$ cat config.mk
export PLATFORM = sky130hd
export DESIGN_NAME = majority3_bist
export DESIGN_NICKNAME = d
export VERILOG_FILES = /design/src/rtl/majority3_bist_pkg.sv /design/src/rtl/majority3.sv /design/src/rtl/majority3_bist.sv
export SDC_FILE = /design/constraint.sdc
export NUM_CORES = 1
export LEC_CHECK = 0
export CORE_MARGIN = 8
export CORE_UTILIZATION = 54
export DETAILED_ROUTE_END_ITERATION = 6
export PLACE_DENSITY_LB_ADDON = 0.3
export SLEW_MARGIN = 5
export SYNTH_ARGS = -nofsm -noshare
export SYNTH_HDL_FRONTEND = slang
export SYNTH_SLANG_ARGS = --single-unit
export TNS_END_PERCENT = 30
$ cat constraint.sdc
create_clock -name clk -period 2.08 [get_ports clk]
set_input_delay 0.52 -clock clk [delete_from_list [all_inputs] [get_ports clk]]
set_output_delay 0.52 -clock clk [all_outputs]
set_load 0.01 [all_outputs]
$ cat src/rtl/majority3_bist_pkg.sv
// majority3_bist_pkg: shared state encoding, vector count and golden majority reference.
package majority3_bist_pkg;

    typedef enum logic [1:0] {IDLE, APPLY, CHECK, DONE} state_t;

    localparam int NUM_VECTORS = 8;

    function automatic logic golden_maj(input logic [2:0] v);
        return (v[2] & v[1]) | (v[1] & v[0]) | (v[2] & v[0]);
    endfunction

endpackage

$ cat src/rtl/majority3.sv
// majority3: combinational 3-input majority gate under test.
module majority3 (
    input  logic A,
    input  logic B,
    input  logic C,
    output logic Y
);

    assign Y = (A & B) | (B & C) | (A & C);

endmodule

$ cat src/rtl/majority3_bist.sv
// majority3_bist: built-in self-test that sweeps all eight input vectors through majority3
// and records per-vector failures, a saturating failure count and a pass flag.
module majority3_bist #(
    parameter int SETTLE_CYCLES = 2,
    parameter int LOOPS         = 1
) (
    input  logic       clk,
    input  logic       rst_n,
    input  logic       start,
    input  logic       fault_inject,
    output logic       vec_A,
    output logic       vec_B,
    output logic       vec_C,
    output logic       busy,
    output logic       done,
    output logic       pass,
    output logic [7:0] fail_vec,
    output logic [3:0] fail_count
);

    import majority3_bist_pkg::*;

    localparam logic [3:0] LAST_SETTLE = 4'(SETTLE_CYCLES - 1);
    localparam logic [3:0] LAST_LOOP   = 4'(LOOPS - 1);
    localparam logic [2:0] LAST_VEC    = 3'(NUM_VECTORS - 1);

    state_t     state;
    logic [2:0] vector;
    logic [3:0] loop;
    logic [3:0] settle;
    logic       y;
    logic       mismatch;

    // The vector is only presented while a run is active; busy gates it to zero otherwise.
    assign vec_A = busy & vector[2];
    assign vec_B = busy & vector[1];
    assign vec_C = busy & vector[0];

    majority3 u_maj (
        .A(vec_A),
        .B(vec_B),
        .C(vec_C),
        .Y(y)
    );

    assign mismatch = (y ^ fault_inject) != golden_maj(vector);

    always_ff @(posedge clk or negedge rst_n) begin
        if (!rst_n) begin
            state      <= IDLE;
            vector     <= '0;
            loop       <= '0;
            settle     <= '0;
            busy       <= 1'b0;
            done       <= 1'b0;
            pass       <= 1'b0;
            fail_vec   <= '0;
            fail_count <= '0;
        end else begin
            done <= 1'b0;
            case (state)
                IDLE: if (start) begin
                    state      <= APPLY;
                    vector     <= '0;
                    loop       <= '0;
                    settle     <= '0;
                    busy       <= 1'b1;
                    pass       <= 1'b0;
                    fail_vec   <= '0;
                    fail_count <= '0;
                end
                APPLY: begin
                    settle <= settle == LAST_SETTLE ? 4'd0 : settle + 4'd1;
                    if (settle == LAST_SETTLE) state <= CHECK;
                end
                CHECK: begin
                    if (mismatch) begin
                        fail_vec[vector] <= 1'b1;
                        fail_count       <= fail_count + 4'(fail_count != 4'd15);
                    end
                    if (vector != LAST_VEC) begin
                        vector <= vector + 3'd1;
                        state  <= APPLY;
                    end else if (loop != LAST_LOOP) begin
                        vector <= '0;
                        loop   <= loop + 4'd1;
                        state  <= APPLY;
                    end else begin
                        // Final check's mismatch is not yet in fail_count, so fold it in here.
                        pass  <= (fail_count == 4'd0) && !mismatch;
                        busy  <= 1'b0;
                        done  <= 1'b1;
                        state <= DONE;
                    end
                end
                DONE: state <= IDLE;
                default: state <= IDLE;
            endcase
        end
    end

endmodule

## Word level (Yosys, flattened, before mapping)

Index checks and enable logic that the tools add are counted.

| storage, ports and cells | value |
|---|---|
| register bits after elaboration | 28 |
| output and inout port bits | 18 |
| logic and storage cells | 91 |
| input bits | 4 |

| cells by class | value |
|---|---|
| add/sub/neg operators | 4 |
| magnitude comparators | 2 |
| reductions and logical operators | 14 |
| mux-type cells | 33 |
| bitwise logic cells | 15 |
| eq/ne operators | 14 |

Operator list:

| kind | count |
|---|---|
| $pmux 4 s2 | 3 |
| $mux 4 | 5 |
| $mux 8 | 2 |
| $pmux 8 s2 | 1 |
| $ne 2x2->1 const B | 6 |
| $mux 1 | 10 |
| $and 1x1->1 | 9 |
| $mux 3 | 3 |
| $add 4x1->4 const B | 2 |
| $mux 2 | 4 |
| $or 8x8->8 | 1 |
| $pmux 2 s4 | 1 |
| $reduce_and 4->1 | 2 |
| $ne 3x3->1 const B | 2 |
| $pmux 3 s2 | 1 |
| $reduce_and 3->1 | 2 |
| $add 4x1->4 | 1 |
| $eq 2x2->1 const B | 2 |
| $eq 4x1->1 const B | 1 |
| $logic_not 4->1 | 1 |
| $lt 3x4->1 const B | 1 |
| $ne 4x4->1 const B | 1 |
| $or 1x1->1 | 4 |
| $pmux 1 s2 | 2 |
| other kinds (12) | 15 |

## Depth between registers and ports, before layout

Gate-level depths: netlist of the first run.

| logic depth | value |
|---|---|
| depth after elaboration | 11 |
| gate-level depth with buffers | 8 |
| gate-level depth less buffers | 7 |

## Cells and area by module

From an unflattened synthesis of the first run, not the netlist that was laid out.

| second synthesis, totals | value |
|---|---|
| cell total of the unflattened synthesis | 152 |
| area, all modules | 1521.5 um2 |

Modules (own cells, without submodules):

| module | area an instance (um2) | times used | cells an instance | sequential area each (um2) |
|---|---|---|---|---|
| majority3_bist | 1510.2 | 1 | 151 | 700.7 |
| majority3 | 11.3 | 1 | 1 | 0.0 |

## Least setup slack after synthesis of the first run

No wires, ideal clock.

| timing | value |
|---|---|
| path type | flip-flop to flip-flop |
| start point | reg vector[0] |
| end point | reg loop[2] |
| clock period less this slack | 1827 ps |
| data required time | 1959 ps |
| buffers on the path | 0 |
| library setup time | 121 ps |
| cell stages (with the launch flop) | 7 |
| arrival | 1706 ps |
| setup slack | 253 ps |
| path through | dfrtp_1 ha_1 ha_1 nor2b_1 o21ai_0 mux2_2 a22o_1 |

| between the ends | value |
|---|---|
| longest elaborated chain between the ends | 3 |

RTL lines:

| element | RTL line | text |
|---|---|---|
| start: declaration | majority3_bist.sv:28 | `logic [2:0] vector;` |
| start signal: assignment | majority3_bist.sv:82 | `vector <= vector + 3'd1;` |
| $ne 3x3->1 | majority3_bist.sv:81 | `if (vector != LAST_VEC) begin` |
| $ne 2x2->1 (no line) | n/a |  |
| $reduce_and 4->1 (no line) | n/a |  |
| end signal: assignment | majority3_bist.sv:86 | `loop <= loop + 4'd1;` |
| end: declaration | majority3_bist.sv:29 | `logic [3:0] loop;` |

No other way between the ends.
A chain may end at the register's enable or synchronous reset.

## Worst setup path after layout of the first run

| timing | value |
|---|---|
| start point | reg vector[0] |
| end point | out vec_C |

| between the ends | value |
|---|---|
| longest elaborated chain between the ends | 1 |

RTL lines:

| element | RTL line | text |
|---|---|---|
| $and 1x1->1 | majority3_bist.sv:37 | `assign vec_C = busy & vector[0];` |
| end: declaration | majority3_bist.sv:13 | `output logic vec_C,` |

No other way between the ends.

==> metrics.md, run 1 <==
| Metric | Value |
|---|---|
| Critical Path Source | `vector[0]` |
| Synth cell types | `43` |
| Reg-to-Reg End | `loop[2]` |
| Final Cycle Share | `97.8%` |
| Dpl hpwl | `2680 um` |
| Cell count after placement | `233` |
| Post-synth net total | `191` |
| Worst setup EP type | `output pin` |
| Sequential area share after synthesis | `42.5%` |
| Peak VDD IR | `0.609 mV` |
| Place WS | `0.00505 ns` |
| Top_reg_cell synth | `dfrtp_1` |
| Crit path to | `vec_C` |
| Maximum fanout along the worst path | `12` |
| Die X | `71.3 um` |
| Io pins | `22` |
| Min-delay worst type | `reg2reg` |
| TritonRoute pass-1 iters | `4` |
| DR iter-0 viols | `133` |
| Syn Inst Count | `179` |
| Synth top cells by count | `dfrtp_1, a21oi_1, nand2_1` |
| I/O Buffers | `21` |
| Fmax | `0.491 GHz` |
| CTS Root Buffer Type | `clkbuf_4` |
| DRC viols | `0` |
| Reg2Reg Depth | `6` |
| Nets | `220` |
| Total CTS buffers | `3` |
| Worst-skew pair later-pin latency | `0.32 ns` |
| Total GRT Usage | `15.1%` |
| Die height | `71.3 um` |
| Area share of the largest cell type after synthesis | `42.5%` |
| Max Cap Viol | `0` |
| N_diodes | `0` |
| Final setup vio count | `0` |
| Drt total wl | `3630 um` |
| Worst-path clk slew | `0.15 ns` |
| Hold-fix buffer count after cts | `0` |
| Endpoints failing hold | `0` |
| Total core area | `2980 sq um` |
| H-tree depth | `1` |
| P_leak | `0.000890 uW` |
| Yosys reg bits | `28` |
| First-pass GRT wire length | `6280 um` |
| Post-route ant nets | `0` |
| FFs w/ async S/R, synth | `100%` |
| CP startpoint kind | `flop` |
| Skew final | `0.00468 ns` |
| Cell Pwr Density | `1090 nW/um^2` |
| RSZ-0062 raised after global routing | `true` |
| Post-route insts no fill | `240` |
| Initial antenna violation count | `0` |
| Vias | `1403` |
| Initial core utilization | `55.4%` |
| Worst r2r src | `vector[0]` |
| Drt wl/cell | `15.1 um` |
| Tmin final | `2.03 ns` |
| Vias in the first global route | `1340` |
| Total number of yosys warnings | `0` |
| Largest cells by area after synthesis | `dfrtp_1, ha_1, a21oi_1, nand2_1, a22o_1` |
| Layout overhead on the synthesized area | `21.2%` |
| Core Rows | `20` |
| Status | `finished clean` |
| Total gr overflow | `0` |
| CTS max path bufs | `2` |
| Vias/cell | `5.85` |
| CP arrival | `1.51 ns` |
| Setup WS post-layout | `0.0453 ns` |
| Worst reg2reg setup slack | `0.14 ns` |
| Critical path type | `reg2out` |
| Maximum number of pins on one net before global-route repair | `29` |
| EDFF count, synth | `0` |
| CTS sink cnt | `28` |
| Post-synthesis cell area | `1650 sq um` |
| Setup TNS | `0 ns` |
| Max Slew Vio Count | `0` |
| Data required time at the worst endpoint | `1.56 ns` |
| Most numerous cell in the Yosys netlist | `dfrtp_1` |
| Worst Tran Pin Value | `0.412 ns` |
| Gpl congestion | `0.840` |
| CTS tree | `done` |
| Fraction of layout cells with a size suffix above 1 | `12.6%` |
| Worst slew margin | `72.5%` |
| Die area | `5080 sq um` |
| Syn Area/Cell | `9.22 sq um` |
| Synth area leader | `dfrtp_1` |
layout make-up:
type / instances / area [sq um]
fillers: 251 / 978
multi-input cells: 135 / 872
flip-flops and latches: 28 / 703
well taps: 33 / 41.3
repair buffers: 35 / 328
clock buffers: 4 / 36.3
inverters: 5 / 18.8
power by group:
| part | leakage [uW] | switching [uW] | internal, uW | total, uW |
|---|---|---|---|---|
| logic | 0.000497 | 581 | 525 | 1110 |
| registers | 0.000372 | 145 | 672 | 817 |
| clock network | 0.0000210 | 156 | 107 | 263 |
cells in the final DEF (no fill, tap or decap), drive strengths merged, types with 3 or more instances in the layout:
cell type / netlist / layout
clkbuf: 6 / 4
buf: 5 / 14
nand2: 17 / 17
inv: 5 / 5
a21oi: 20 / 20
o21ai: 12 / 12
nor2b: 6 / 6
nor2: 13 / 13
o211ai: 4 / 4
nor3: 4 / 4
dfrtp: 28 / 28
and2: 4 / 4
a22o: 7 / 7
nand2b: 5 / 5
ha: 8 / 8
clkdlybuf4s50: 0 / 19
nand3: 5 / 5
a21o: 3 / 3
flip-flops by register name, indices dropped and copies added, names as in the netlist:
name and flops:
busy 1, done 1, fail_count 4, fail_vec 8
loop 4, pass 1, settle 4, state 2
vector 3
per-layer routing:
| metal | GRT usage (%) | vias to the layer above | share of wire, % |
|---|---|---|---|
| li1 | - | 690 | - |
| met5 | 0 | - | 0 |
| met3 | 2.79 | 2 | 3.5 |
| met2 | 26.4 | 21 | 53 |
| met4 | 3.46 | 0 | 0.50 |
| met1 | 18.6 | 690 | 43 |
how the worst min path moves through the flow:
stage,start,endpoint,slack (ns),cells after the start
2_1_floorplan,rst_n,busy,0.22,0
3_3_place_gp,pass,pass,0.50,2
3_5_place_dp,pass,pass,0.52,2
4_1_cts,rst_n,fail_count[0],0.55,2
5_1_grt,loop[0],loop[0],0.56,1
6_report,loop[0],loop[0],0.54,1
through the flow:
stage,util [%],area [sq um],power [uW],hold WS [ns]
2_1_floorplan,-,1650,1530,0.224
3_3_place_gp,64.7,1930,1850,0.497
3_5_place_dp,64.7,1930,1910,0.517
4_1_cts,66.2,1970,2190,0.549
5_1_grt,67.1,2000,2370,0.565
6_report,67.1,2000,2190,0.544
critical path, stage by stage (launching register included):
cell	delay, ns
dfrtp_1	0.39
buf_6	0.15
and2_1	0.12
clkdlybuf4s50_1	0.53
logic make-up after synthesis:
group           count (synthesis)  synth area share, %
flops                          28                 42.5
compound gates                 59                 24.3
mux                             3                 1.90
simple gates                   62                 19.0
buf+inv                        16                 4.70
fa+ha+maj                       8                 6.07
xor+xnor                        3                 1.59
what timing repair did:
item / in CTS / in global routing
endpoints found under the setup margin: 2 / 4
buffers inserted: 1 / 2
pin swaps: 0 / 0
resized for setup: 2 / 5
(Power assumes the default switching activity.)
==> inputs of run 2 (changes only) <==
--- a/config.mk
+++ b/config.mk
@@ -5,9 +5,11 @@
 export SDC_FILE = /design/constraint.sdc
 export NUM_CORES = 1
 export LEC_CHECK = 0
-export CORE_MARGIN = 8
-export CORE_UTILIZATION = 54
+export CAP_MARGIN = 10
+export CORE_MARGIN = 2
+export CORE_UTILIZATION = 55
 export DETAILED_ROUTE_END_ITERATION = 6
+export DONT_BUFFER_PORTS = 1
 export PLACE_DENSITY_LB_ADDON = 0.3
 export SLEW_MARGIN = 5
 export SYNTH_ARGS = -nofsm -noshare
==> metrics.md, run 2 (synthesis gave the netlist of run 1 again) <==
| Metric | Value |
|---|---|
| Status | `finished, violations left` |
| Failing checks | `DRC` |
| Post-route insts no fill | `213 (-11%)` |
| Setup bufs post-CTS | `0 (-1)` |
| Fmax | `0.515 GHz (+4.9%)` |
| DRC viols | `2 (+2)` |
| Dpl hpwl | `2420 um (-9.8%)` |
| Die area | `3450 sq um (-32%)` |
| Overall power | `2120 uW (-2.9%)` |
| Cell Pwr Density | `1200 nW/um^2 (+9.5%)` |
| Vias | `1322 (-5.8%)` |
| Critical path type | `reg2reg` |
| CP startpoint kind | `flop` |
| Max layer used | `met4` |
| Initial antenna violation count | `0 (unchanged)` |
| First-pass GRT wire length | `5540 um (-12%)` |
| RSZ-0062 raised after global routing | `false` |
| Vias/cell | `6.21 (+6.2%)` |
| Final Cycle Share | `93.3% (-4.5 points)` |
| Core Rows | `19 (-5.0%)` |
| Worst-path clk slew | `0.15 ns (about the same)` |
| Skew final | `0.00551 ns (+0.000830 ns)` |
| Total CTS buffers | `3 (unchanged)` |
| Worst r2r src | `vector[1]` |
| Peak VDD IR | `0.785 mV (+29%)` |
| Hold Startpoint | `start` |
| CTS max path bufs | `2 (unchanged)` |
| Worst slew margin | `71.6% (-0.88 points)` |
| Place WS | `0.162 ns (+0.157 ns)` |
| Initial core utilization | `58.8% (+3.4 points)` |
| CTS Root Buffer Type | `clkbuf_4` |
| Largest Register | `fail_vec` |
| Max reg flops | `8 (unchanged)` |
| DR iter-0 viols | `59 (-56%)` |
| H-tree depth | `1 (unchanged)` |
| Setup WS post-layout | `0.140 ns (+0.0944 ns)` |
| Most common cell after layout, fill and taps aside | `dfrtp_1` |
| Die height | `58.8 um (-18%)` |
| Placed inst area | `1690 sq um (-12%)` |
| Total gr overflow | `0 (unchanged)` |
| Critical Path Source | `vector[1]` |
| Setup TNS | `0 ns (unchanged)` |
| Die X | `58.8 um (-18%)` |
| Min-delay worst type | `in2reg` |
| Vias in the first global route | `1291 (-3.7%)` |
| Met1 Wirelength | `1470 um (-6.8%)` |
| Tmin final | `1.94 ns (-0.0944 ns)` |
| Met3 wire len | `119 um (-5.6%)` |
| Drt total wl | `3280 um (-9.9%)` |
| TritonRoute pass-1 iters | `6 (+2)` |
| Drt wl/cell | `15.4 um (+1.6%)` |
| CTS sink cnt | `28 (unchanged)` |
| I/O Buffers | `0 (-100%)` |
| Resized cells post-CTS | `0 (-2)` |
| Endpoints failing hold | `0 (unchanged)` |
| Layout overhead on the synthesized area | `7.43%` |
| Worst Tran Pin Value | `0.425 ns (+0.0131 ns)` |
| Maximum number of pins on one net before global-route repair | `29 (unchanged)` |
| CTS tree | `done` |
| Total GRT Usage | `20.4% (+5.3 points)` |
| Hold-fix buffer count after cts | `2 (+2)` |
| N_diodes | `0 (unchanged)` |
| Data required time at the worst endpoint | `2.31 ns (+0.75 ns)` |
| Io pins | `22 (unchanged)` |
| P_leak | `0.000773 uW (-13%)` |
| Most frequent cells in the layout | `dfrtp_1, a21oi_1, nand2_1, nor2_1, o21ai_0` |
| Total core area | `2810 sq um (-5.8%)` |
| Max Slew Vio Count | `0 (unchanged)` |
| Final setup vio count | `0 (unchanged)` |
| Cell count after placement | `207 (-11%)` |
| Max Cap Viol | `0 (unchanged)` |
| Worst setup EP type | `flop` |
| Nets | `195 (-11%)` |
| Post-route ant nets | `0 (unchanged)` |
| Fraction of layout cells with a size suffix above 1 | `10.4% (-2.1 points)` |
| Design Area, Final | `1770 sq um (-11%)` |
| Maximum fanout along the worst path | `6 (-6)` |
| Worst-skew pair later-pin latency | `0.32 ns (about the same)` |
| Gpl congestion | `0.792 (-5.7%)` |
| WL met2 | `1670 um (-13%)` |
| CP arrival | `2.17 ns (+0.66 ns)` |
run 2: area by class of cell:
class	count	area, sq um
multi-input cells	135	872
well taps	31	38.8
flip-flops and latches	28	701
fillers	240	1030
clock buffers	3	22.5
repair buffers	10	90.1
inverters	5	18.8
clock inverters	1	30.0
run 2: critical path, stage by stage (launching register included):
cell,delay (ns)
dfrtp_1,0.42
ha_1,0.28
ha_1,0.26
nor2b_1,0.16
o21ai_0,0.19
mux2_2,0.36
a22o_1,0.18
run 2: routing by layer:
metal | track usage, % | vias to the layer above
li1 | - | 641
met1 | 25.9 | 655
met2 | 36.3 | 24
met3 | 2.64 | 2
met4 | 5.84 | 0
met5 | 0 | -
run 2: power breakdown:
| part | internal, uW | switching, uW |
|---|---|---|
| registers | 671 | 186 |
| clock network | 195 | 161 |
| logic | 404 | 505 |
run 2: path summary, 6_finish.rpt:
path	slack, ns	cells after the start	endpoint
max reg2reg	0.14	6	loop[2]
min reg2reg	0.55	1	settle[2]
min in group asynchronous	0.61	2	state[1]
min	0.39	2	loop[0]
max in group asynchronous	1.32	2	vector[0]
max	0.14	6	loop[2]
run 2: metrics by stage:
step	util (%)	hold slack [ns]
floorplan	-	0.224
global placement	60.3	0.225
detailed placement	60.3	0.225
CTS	63.2	0.392
global route	63.2	0.407
finish	63.2	0.393
